$ cat src/rtl/video_timing_pkg.sv
// Raster constants, sync polarity codes and per-pixel flag record shared by video timing cores.
// Defaults describe a 15 kHz 512x240 mode; the totals are derived with the helper functions.
package video_timing_pkg;

  localparam int DEF_H_ACTIVE = 512;
  localparam int DEF_H_FP     = 16;
  localparam int DEF_H_SYNC   = 64;
  localparam int DEF_H_BP     = 80;
  localparam int DEF_V_ACTIVE = 240;
  localparam int DEF_V_FP     = 4;
  localparam int DEF_V_SYNC   = 3;
  localparam int DEF_V_BP     = 15;

  localparam logic SYNC_ACTIVE_LOW  = 1'b0;
  localparam logic SYNC_ACTIVE_HIGH = 1'b1;

  // Raster attributes of one counter position, sync bits held active-high internally.
  typedef struct packed {
    logic act;
    logic hs;
    logic vs;
    logic hb;
    logic vb;
    logic line_first;
    logic frame_first;
  } raster_flags_t;

  localparam raster_flags_t FLAGS_BLANK = '{
    act: 1'b0, hs: 1'b0, vs: 1'b0, hb: 1'b1, vb: 1'b1,
    line_first: 1'b0, frame_first: 1'b0
  };

  function automatic int h_total(input int act, input int fp, input int sync, input int bp);
    return act + fp + sync + bp;
  endfunction

  function automatic int v_total(input int act, input int fp, input int sync, input int bp);
    return act + fp + sync + bp;
  endfunction

endpackage

$ cat src/rtl/pix_ce_gen.sv
// Pixel clock enable from a free-running 2-bit divider: clk_sys/4 or clk_sys/2.
// Combinational from the divider register, so a rate change applies on the next clk_sys.
module pix_ce_gen (
  input  logic clk_sys,
  input  logic reset_n,
  input  logic ce_divider,
  output logic ce_pix
);

  logic [1:0] div_q;
  logic [1:0] div_d;

  assign div_d = div_q + 2'd1;

  always_ff @(posedge clk_sys or negedge reset_n) begin
    if (!reset_n) begin
      div_q <= 2'd0;
    end else begin
      div_q <= div_d;
    end
  end

  // Both modes fire only on odd counts, so switching can never produce back-to-back enables.
  assign ce_pix = ce_divider ? div_q[0] : (div_q == 2'd3);

endmodule

$ cat src/rtl/video_timing_gen.sv
// Raster generator for mist_video: counters, fetch request, sync/blank and pixel output stage.
// Counter state at enable k reaches R/G/B/syncs at enable k+1; run=0 stops only at a frame boundary.
module video_timing_gen
  import video_timing_pkg::*;
#(
  parameter int   H_ACTIVE    = DEF_H_ACTIVE,
  parameter int   H_FP        = DEF_H_FP,
  parameter int   H_SYNC      = DEF_H_SYNC,
  parameter int   H_BP        = DEF_H_BP,
  parameter int   V_ACTIVE    = DEF_V_ACTIVE,
  parameter int   V_FP        = DEF_V_FP,
  parameter int   V_SYNC      = DEF_V_SYNC,
  parameter int   V_BP        = DEF_V_BP,
  parameter logic SYNC_POL    = SYNC_ACTIVE_LOW,
  parameter int   HCNT_WIDTH  = 10,
  parameter int   VCNT_WIDTH  = 9,
  parameter int   COLOR_DEPTH = 6
) (
  input  logic                   clk_sys,
  input  logic                   reset_n,
  input  logic                   ce_divider,
  input  logic                   run,
  output logic                   ce_pix,
  output logic                   fetch_req,
  output logic [HCNT_WIDTH-1:0]  fetch_x,
  output logic [VCNT_WIDTH-1:0]  fetch_y,
  input  logic [COLOR_DEPTH-1:0] pix_r,
  input  logic [COLOR_DEPTH-1:0] pix_g,
  input  logic [COLOR_DEPTH-1:0] pix_b,
  output logic [COLOR_DEPTH-1:0] R,
  output logic [COLOR_DEPTH-1:0] G,
  output logic [COLOR_DEPTH-1:0] B,
  output logic                   HSync,
  output logic                   VSync,
  output logic                   HBlank,
  output logic                   VBlank,
  output logic                   line_start,
  output logic                   frame_start
);

  localparam int H_TOTAL = h_total(H_ACTIVE, H_FP, H_SYNC, H_BP);
  localparam int V_TOTAL = v_total(V_ACTIVE, V_FP, V_SYNC, V_BP);

  localparam logic [HCNT_WIDTH-1:0] H_LAST = HCNT_WIDTH'(H_TOTAL - 1);
  localparam logic [HCNT_WIDTH-1:0] H_ACT  = HCNT_WIDTH'(H_ACTIVE);
  localparam logic [HCNT_WIDTH-1:0] H_SS   = HCNT_WIDTH'(H_ACTIVE + H_FP);
  localparam logic [HCNT_WIDTH-1:0] H_SE   = HCNT_WIDTH'(H_ACTIVE + H_FP + H_SYNC);
  localparam logic [VCNT_WIDTH-1:0] V_LAST = VCNT_WIDTH'(V_TOTAL - 1);
  localparam logic [VCNT_WIDTH-1:0] V_ACT  = VCNT_WIDTH'(V_ACTIVE);
  localparam logic [VCNT_WIDTH-1:0] V_SS   = VCNT_WIDTH'(V_ACTIVE + V_FP);
  localparam logic [VCNT_WIDTH-1:0] V_SE   = VCNT_WIDTH'(V_ACTIVE + V_FP + V_SYNC);

  logic [HCNT_WIDTH-1:0]  hcnt_q, hcnt_d;
  logic [VCNT_WIDTH-1:0]  vcnt_q, vcnt_d;
  logic                   running_q, running_d;
  raster_flags_t          cur_flags, dly_q, dly_d;
  logic [COLOR_DEPTH-1:0] r_q, r_d, g_q, g_d, b_q, b_d;
  logic                   hsync_q, hsync_d, vsync_q, vsync_d;
  logic                   hblank_q, hblank_d, vblank_q, vblank_d;
  logic                   advance, active, h_wrap, v_wrap;

  pix_ce_gen u_pix_ce (
    .clk_sys    (clk_sys),
    .reset_n    (reset_n),
    .ce_divider (ce_divider),
    .ce_pix     (ce_pix)
  );

  // A stopped raster restarts from (0,0) on the very enable that sees run high.
  assign advance = running_q | run;
  assign active  = (hcnt_q < H_ACT) && (vcnt_q < V_ACT);
  assign h_wrap  = (hcnt_q == H_LAST);
  assign v_wrap  = (vcnt_q == V_LAST);

  always_comb begin
    hcnt_d    = hcnt_q;
    vcnt_d    = vcnt_q;
    running_d = running_q;
    if (ce_pix && advance) begin
      running_d = 1'b1;
      if (h_wrap) begin
        hcnt_d = '0;
        if (v_wrap) begin
          vcnt_d    = '0;
          running_d = run;
        end else begin
          vcnt_d = vcnt_q + VCNT_WIDTH'(1);
        end
      end else begin
        hcnt_d = hcnt_q + HCNT_WIDTH'(1);
      end
    end
  end

  assign fetch_req = ce_pix & active & advance;
  assign fetch_x   = hcnt_q;
  assign fetch_y   = vcnt_q;

  always_comb begin
    cur_flags = FLAGS_BLANK;
    if (advance) begin
      cur_flags.act         = active;
      cur_flags.hs          = (hcnt_q >= H_SS) && (hcnt_q < H_SE);
      cur_flags.vs          = (vcnt_q >= V_SS) && (vcnt_q < V_SE);
      cur_flags.hb          = !(hcnt_q < H_ACT);
      cur_flags.vb          = !(vcnt_q < V_ACT);
      cur_flags.line_first  = (hcnt_q == '0);
      cur_flags.frame_first = (hcnt_q == '0) && (vcnt_q == '0);
    end
  end

  assign dly_d = ce_pix ? cur_flags : dly_q;

  always_comb begin
    r_d      = r_q;
    g_d      = g_q;
    b_d      = b_q;
    hsync_d  = hsync_q;
    vsync_d  = vsync_q;
    hblank_d = hblank_q;
    vblank_d = vblank_q;
    if (ce_pix) begin
      r_d      = dly_q.act ? pix_r : '0;
      g_d      = dly_q.act ? pix_g : '0;
      b_d      = dly_q.act ? pix_b : '0;
      hsync_d  = dly_q.hs ? SYNC_POL : ~SYNC_POL;
      vsync_d  = dly_q.vs ? SYNC_POL : ~SYNC_POL;
      hblank_d = dly_q.hb;
      vblank_d = dly_q.vb;
    end
  end

  always_ff @(posedge clk_sys or negedge reset_n) begin
    if (!reset_n) begin
      hcnt_q    <= '0;
      vcnt_q    <= '0;
      running_q <= 1'b1;
      dly_q     <= FLAGS_BLANK;
      r_q       <= '0;
      g_q       <= '0;
      b_q       <= '0;
      hsync_q   <= ~SYNC_POL;
      vsync_q   <= ~SYNC_POL;
      hblank_q  <= 1'b1;
      vblank_q  <= 1'b1;
    end else begin
      hcnt_q    <= hcnt_d;
      vcnt_q    <= vcnt_d;
      running_q <= running_d;
      dly_q     <= dly_d;
      r_q       <= r_d;
      g_q       <= g_d;
      b_q       <= b_d;
      hsync_q   <= hsync_d;
      vsync_q   <= vsync_d;
      hblank_q  <= hblank_d;
      vblank_q  <= vblank_d;
    end
  end

  assign R      = r_q;
  assign G      = g_q;
  assign B      = b_q;
  assign HSync  = hsync_q;
  assign VSync  = vsync_q;
  assign HBlank = hblank_q;
  assign VBlank = vblank_q;

  // Markers coincide with the enable that loads the first pixel of a line/frame into the outputs.
  assign line_start  = ce_pix & dly_q.line_first;
  assign frame_start = ce_pix & dly_q.frame_first;

endmodule

$ cat config.mk
export PLATFORM = sky130hd
export DESIGN_NAME = video_timing_gen
export DESIGN_NICKNAME = d
export VERILOG_FILES = /design/src/rtl/video_timing_pkg.sv /design/src/rtl/pix_ce_gen.sv /design/src/rtl/video_timing_gen.sv
export SDC_FILE = /design/constraint.sdc
export NUM_CORES = 1
export LEC_CHECK = 0
export ABC_AREA = 1
export ABC_CLOCK_PERIOD_IN_PS = 1560
export BUFFER_PORTS_ARGS = -buffer_cell sky130_fd_sc_hd__buf_2
export CORE_MARGIN = 2
export CORE_UTILIZATION = 49
export CTS_BUF_LIST = sky130_fd_sc_hd__clkbuf_2 sky130_fd_sc_hd__clkbuf_4 sky130_fd_sc_hd__clkbuf_8
export CTS_CLUSTER_SIZE = 16
export DETAILED_ROUTE_END_ITERATION = 8
export PLACE_DENSITY = 0.87
export RECOVER_POWER = 25
export SYNTH_ARGS = -nofsm -noshare
export SYNTH_HDL_FRONTEND = slang
export SYNTH_HIERARCHICAL = 1
export SYNTH_SLANG_ARGS = --single-unit
$ cat constraint.sdc
create_clock -name clk_sys -period 1.56 [get_ports clk_sys]
set_input_delay 0.312 -clock clk_sys [delete_from_list [all_inputs] [get_ports clk_sys]]
set_output_delay 0.312 -clock clk_sys [all_outputs]
set_load 0.1 [all_outputs]
* Word level (Yosys, flattened, before mapping)
Index checks and enable logic that the tools add are counted.
Storage, ports and cells: flip-flop bits (word level) 51
Cells by class: add/subtract/negate cells 3, $lt $le $gt $ge 6, eq/ne operators 3, mux-type cells 11, bitwise gates (word level) 5, reductions and logical operators 10
Operators by type and width (number):
- 10-bit less-than comparator, second input constant | 2
- 9-bit by 8-bit less-than comparator with 1-bit output, second input constant | 2
- 6-bit 2-to-1 mux | 3
- 10-bit by 1-bit adder with 10-bit output, second input constant | 1
- 10-bit equality test, second input constant | 1
- 10-bit greater-or-equal comparator, second input constant | 1
- 10-bit zero test | 1
- 10-bit 2-to-1 mux | 1
- 9-bit by 1-bit adder with 9-bit output, second input constant | 1
- 9-bit equality test, second input constant | 1
- 9-bit by 8-bit greater-or-equal comparator with 1-bit output, second input constant | 1
- 9-bit zero test | 1
- 9-bit 2-to-1 mux | 1
- 7-bit 2-to-1 mux | 1
- 1-bit logical AND | 5
- 1-bit 2-to-1 mux | 5
- 1-bit bitwise AND | 4
- 2-bit by 1-bit adder with 2-bit output, second input constant | 1
- 2-bit equality test, second input constant | 1
- 1-bit zero test | 2
- 2-bit AND reduction | 1
- 1-bit bitwise OR | 1

* Depth between registers and ports, before layout
Gate-level depths: netlist of run 1.
depth in word-level cells 4, mapped depth 10, mapped depth without buffers 9

* By module
Netlist of run 1, hierarchy kept.
Modules (own cells, without submodules):
- video_timing_gen | times used 1, cells an instance 307, area an instance 2466.1 um^2, seq. area each 1234.9 um^2
- pix_ce_gen | times used 1, cells an instance 8, area an instance 81.3 um^2, seq. area each 50.0 um^2

* Least setup slack after synthesis of run 1
No wires, ideal clock.
kind register to output, from reg u_pix_ce.div_q[0], to out fetch_req, arrival 3261 ps, data required time 1248 ps, path slack -2013 ps, stages on the path, launching flop included 10, buffers on the path 1, cells stage by stage dfrtp_1 -> ha_1 -> nand2_1 -> nand2_1 -> buf_4 -> inv_2 -> nor2_8 -> nand2_2 -> or2_1 -> nor2_1
On the way: word-level cells in the longest chain between the ends 4
Ends and longest elaborated chain:
- start: declaration | line pix_ce_gen.sv:10 | logic [1:0] div_q;
- start signal: assignment | line pix_ce_gen.sv:19 | div_q <= div_d;
- 2-bit equality test | line pix_ce_gen.sv:24 | assign ce_pix = ce_divider ? div_q[0] : (div_q == 2'd3);
- 1-bit 2-to-1 mux (*) | line pix_ce_gen.sv:24
- named net ce_pix | line video_timing_gen.sv:23 | output logic ce_pix,
- 1-bit bitwise AND (*) (2 in a row) | line video_timing_gen.sv:95 | assign fetch_req = ce_pix & active & advance;
- end: declaration | line video_timing_gen.sv:24 | output logic fetch_req,
The timed path passes the listed nets; every way through them passes the cells marked *.

* Worst setup path in the final report of run 1
from reg u_pix_ce.div_q[0], to out fetch_req
On the way: word-level cells in the longest chain between the ends 4
Ends and longest elaborated chain (line):
- 2-bit equality test | pix_ce_gen.sv:24
- 1-bit 2-to-1 mux (*) | pix_ce_gen.sv:24
- 1-bit bitwise AND (*) (2 in a row) | video_timing_gen.sv:95
Every way passes the cells marked *; elsewhere a longest branch is shown, timed or not.

==> flow_metrics.tcl, run 1 <==
set metrics [dict create \
    ys_warn_count 6 \
    multi_input_area_mm2 0.00118 \
    setup_violations 7 \
    seqPwrFrac 0.358 \
    synth_mux_area_frac 0 \
    seq_area_mm2 0.00132 \
    synth-simple-area-share 0.327 \
    hp-class "input port to flop" \
    async_flop_share 1.00 \
    slew_viol_final 0 \
    clk_pin_slew_worst_paths_ps 90 \
    cellPowerDensity_mw_per_mm2 1510 \
    status "finished, violations left" \
    synth-adder-area-share 0.0295 \
    clkLatencyLatePin_ps 300 \
    drv_cap 0 \
    synth_enable_flop_cells 0 \
    place_inst 453 \
    rows 26 \
    drt_iter0_markers 203 \
    syn_inst 315 \
    n_antenna_cell 0 \
    violations "setup timing" \
    yosysUniqueCellTypes 32 \
    hp-start "pix_r[1]" \
    drc_errors 0 \
    fin_hold_ws_ps 235 \
    wl_per_cell_um 12.7 \
    slew_headroom 0.550 \
    drt-vias-per-instance 5.00 \
    tritoncts.num_buffers 5 \
    r2r_cells 9 \
    drive_above_1_share 0.368 \
    fin_crit_sh 1.31 \
    final_cell_count_no_fill 464 \
    die_y_um 76.1 \
    synth_top_family_by_area "simple AND/OR/NAND/NOR gates" \
    grt-ovfl-total 0 \
    top_layer_used "met4" \
    synthesis.nets 343 \
    grt_usage 0.221 \
    root_buffer "clkbuf_8" \
    p_int_mw 2.56 \
    rr_startpoint "u_pix_ce/div_q[0]" \
    arrival_ps 1720 \
    worst_pin_slew_ps 675 \
    synth_area_mm2 0.00255 \
    route.met3.wl_um 373 \
    rsz0062_at_grt "yes" \
    p_leak_nw 1.77 \
    yosys_register_bits 51 \
    vias 2318 \
    ctsLongestPathBuffers 2 \
    power_switching_share 0.503 \
    routed_wl_mm 5.88 \
    core_mm2 0.00507 \
    tns_ps -1760 \
    drt-pass1-iter-count 5 \
    startpoint_type "flop" \
    synth-xor-area-share 0.0241 \
    grt_pass1_wl_mm 10.4 \
    reg2reg_slack_ps -130 \
    period_minus_slack_ps 2040 \
    fillers 400 \
    antenna_found_initial 0 \
    synth-compound-area-share 0.0467 \
    grt_pass1_vias 2274 \
    hold_viol 0 \
    die_area_mm2 0.00579 \
    gp_congestion 0.804 \
    place_hpwl_mm 4.13 \
    final_common_cell "nand2_1" \
    grt_start_max_net_pins 52 \
    hold_depth 3 \
    max_freq_mhz 491 \
    cp-end-kind "primary output" \
    critical_path_class "flop to primary output" \
    cp_max_fo 2 \
    final_cell_mix "114 x nand2_1, 52 x buf_2, 30 x nand3_1" \
    pre_cts_ws_ps -195 \
    final.setup_skew_ps 5.48 \
    die_x_um 76.1 \
    clockPowerShare 0.184 \
    htreeDepth 2 \
    io_pins 67 \
    cp_data_required_time_ps 1250 \
    syn_area_per_cell_um2 8.09 \
    wl_met2_mm 2.95 \
    yosysSeqAreaShare 0.504 \
    synthFlopType "dfrtp_1" \
    combinationalPowerShare 0.459 \
    peakVddDrop_v 0.00156 \
    start_util 0.502 \
    cts_tree "yes" \
    postLayoutSetupSlackWorst_ps -477 \
    port-buffer-count 66 \
    p_switching_mw 2.59 \
    startpoint "u_pix_ce/div_q[0]" \
    area_delta_synth_final_pct 33.6 \
    antenna_left 0 \
    fin_nets 421 \
    wl_met1_mm 2.48 \
    cts_sinks 51 \
]
-- flip-flops by register name, summed over array words and instances, names as in the netlist --
register and cells:
fetch_y 9, VSync 1, B 6, dly_q 7, fetch_x 10, G 6, u_pix_ce/div_q 2, HBlank 1
HSync 1, running_q 1, VBlank 1, R 6
-- cells in the mapped netlist, types with 2 or more instances --
cell type	n	area, µm²
nand2_1	118	443
dfrtp_1	44	1100
nand3_1	30	150
nor2_1	27	101
inv_1	20	75.1
o21ai_1	11	55.1
inv_2	8	30.0
dfstp_2	7	184
ha_1	6	75.1
nand4_1	6	37.5
xor2_1	6	52.6
buf_2	4	20.0
o21ai_2	4	35.0
clkbuf_1	3	11.3
buf_6	2	22.5
nor2_2	2	12.5
o21ai_0	2	10.0
-- cell type report --
class                   count  area share
flip-flops and latches     51       0.387
repair buffers             81       0.171
well taps                  70      0.0257
multi-input cells         225       0.347
clock buffers               6      0.0243
inverters                  29      0.0356
clock inverters             2      0.0103
-- final timing paths --
check,end
min reg2reg,VSync
min,R[1]
max reg2reg,fetch_x[6]
max,fetch_req
max in group asynchronous,fetch_x[0]
min in group asynchronous,R[3]
-- timing repair --
action | in CTS | in global routing
gates resized for setup | 4 | 8
setup endpoints to repair | 16 | 30
hold buffers | 1 | 0
pin swaps | 6 | 1
gates cloned | 1 | 0
buffers inserted | 1 | 1
hold endpoints to repair | 23 | 0
-- metrics by stage --
step	utilization	cell area, µm²	power (mW)
2_1_floorplan	-	2650	3.64
3_3_place_gp	0.635	3220	4.07
3_5_place_dp	0.635	3220	4.13
4_1_cts	0.668	3390	5.14
5_1_grt	0.671	3400	5.39
6_report	0.671	3400	5.14
-- power by group through the flow --
stage | sequential [mW] | combinational, mW | clock [mW]
after floorplan | 3.03 | 0.613 | 0
after global placement | 1.84 | 2.23 | 0
after detailed placement | 1.85 | 2.28 | 0
after CTS | 1.83 | 2.33 | 0.972
after global routing | 1.88 | 2.49 | 1.03
final | 1.84 | 2.36 | 0.944
-- cells by family (layout without fill, tap and decap cells) --
group	Yosys count	in the layout
buf+inv	40	118
flops	51	51
simple gates	191	192
compound gates	20	20
xor+xnor	7	7
fa+ha+maj	6	6
-- layer usage --
metal  global-route usage  vias up
met4               0.0945        0
met5                    0        -
met2                0.361      103
li1                     -     1145
met1                0.282     1062
met3               0.0533        8
-- critical path, stage by stage, from the launching register on --
cell     delay [ps]
dfrtp_1         360
ha_2            190
nand2_4          60
nand2_8          60
inv_6            40
nor2_8           70
nand2_2          60
or2_4           260
nor2_4          120
buf_12          180
Power figures use the tool's default switching activity.
==> inputs of run 2 (changes only) <==
GPL_TIMING_DRIVEN = 0   (was not set)
==> run 2 against run 1 <==
Net effect: the run still ends with setup timing left; via count grew 7.5%; critical path depth up 1; first-iteration DRC count is 32% lower; wire length grew 17%; cell count is 4.3% higher; clock-buffer cell count unchanged; largest power group unchanged; highest routed layer unchanged.
==> flow_metrics.tcl, run 2 (same netlist as run 1, synthesis figures left out) <==
set metrics [dict create \
    utilization 0.712 \
    grt_usage 0.224 \
    drive_above_1_share 0.442 \
    slew_headroom 0.170 \
    antenna_found_initial 0 \
    startpoint_type "flop" \
    hp-class "input port to flop" \
    final_common_cell "nand2_1" \
    root_buffer "clkbuf_8" \
    pre_cts_ws_ps -662 \
    grt-ovfl-total 0 \
    rows 26 \
    cts_sinks 51 \
    place_inst 451 \
    power_mw 5.09 \
    antenna_left 0 \
    core_mm2 0.00507 \
    drc_errors 0 \
    cts_tree "yes" \
    fin_hold_ws_ps 224 \
    die_y_um 76.1 \
    use_met3 0.0438 \
    arrival_ps 1920 \
    drt-vias-per-instance 5.15 \
    fin_crit_sh 1.43 \
    worst_pin_slew_ps 1240 \
    n_antenna_cell 0 \
    wl_per_cell_um 14.2 \
    vias 2493 \
    critical_path_class "flop to primary output" \
    area_delta_synth_final_pct 41.9 \
    finish.instance_area_mm2 0.00361 \
    slew_viol_final 0 \
    drt-pass1-iter-count 4 \
    hold_viol 0 \
    routed_wl_mm 6.89 \
    start_util 0.502 \
    cts.hold.buffers_added 0 \
    port-buffer-count 66 \
    grt_pass1_vias 2317 \
    max_freq_mhz 448 \
    p_leak_nw 1.90 \
    grt-busiest-layer "met2" \
    use_met1 0.283 \
    final.setup_skew_ps 7.74 \
    final_cell_count_no_fill 484 \
    violations "setup timing" \
    cp-end-kind "primary output" \
    cp_data_required_time_ps 1250 \
    die_area_mm2 0.00579 \
    drv_cap 0 \
    rsz0062_at_grt "yes" \
    place_hpwl_mm 4.14 \
    clkLatencyLatePin_ps 310 \
    status "finished, violations left" \
    io_pins 67 \
    largest_reg_flops 10 \
    tritoncts.num_buffers 5 \
    fillers 378 \
    peakVddDrop_v 0.00140 \
    setup_violations 31 \
    drt_iter0_markers 139 \
    place_area_mm2 0.00306 \
    grt_pass1_wl_mm 10.5 \
    ctsLongestPathBuffers 2 \
    htreeDepth 2 \
    final_cell_mix "105 x nand2_1, 57 x buf_2, 28 x nand3_1" \
    clk_pin_slew_worst_paths_ps 90 \
    die_x_um 76.1 \
    grt_start_max_net_pins 52 \
    postLayoutSetupSlackWorst_ps -671 \
    tns_ps -5730 \
    cellPowerDensity_mw_per_mm2 1410 \
    period_minus_slack_ps 2230 \
    grt_use_met2 0.388 \
    gp_congestion 0.827 \
    cp_max_fo 3 \
    fin_nets 441 \
]
run 2: area by class of cell:
type                            instances  area, µm²  area share
Sequential cell                        51       1320       0.364
Multi-Input combinational cell        224       1250       0.347
Inverter                               29        124      0.0343
Clock buffer                            6       76.3      0.0211
Timing Repair Buffer                   92        644       0.178
Tap cell                               70       87.6      0.0242
Clock inverter                          2       12.5     0.00346
Buffer                                 10        100      0.0277
run 2: path summary, 6_finish.rpt:
kind                                         from                 to  slack (ps)  cells past startpoint
min in group asynchronous                 reset_n  u_pix_ce/div_q[0]         250                      1
worst min register to register           dly_q[4]              VSync         460                      1
max in group asynchronous                 reset_n         fetch_y[2]         400                      1
worst max-delay path            u_pix_ce/div_q[0]          fetch_req        -670                     10
worst min-delay path                     pix_r[1]               R[1]         220                      3
worst max register to register  u_pix_ce/div_q[0]           dly_q[4]        -610                     16
run 2: routing by layer:
metal  up-vias  wire, µm
met5         -         0
met4         0       158
met3        18       436
met2       114      3510
met1      1172      2790
li1       1189         -
run 2: worst max-delay path: stages (launching register included):
cell	delay (ps)
dfrtp_1	380
ha_2	200
nand2_4	60
nand2_8	60
buf_8	110
inv_8	40
nor2_8	90
nand2_4	60
or2_4	240
nor2_4	160
buf_12	190
run 2: report_power, final:
group	internal [mW]	switching, mW	total (mW)	leakage (nW)
registers	1.57	0.248	1.81	0.632
logic	0.525	1.97	2.49	1.23
clock network	0.332	0.452	0.784	0.0446
run 2: timing repair:
action                     CTS  global route
gates resized for setup     33            29
setup buffers               18             7
setup endpoints to repair   40            51
pin swaps                    9            11
gates cloned                 0             2
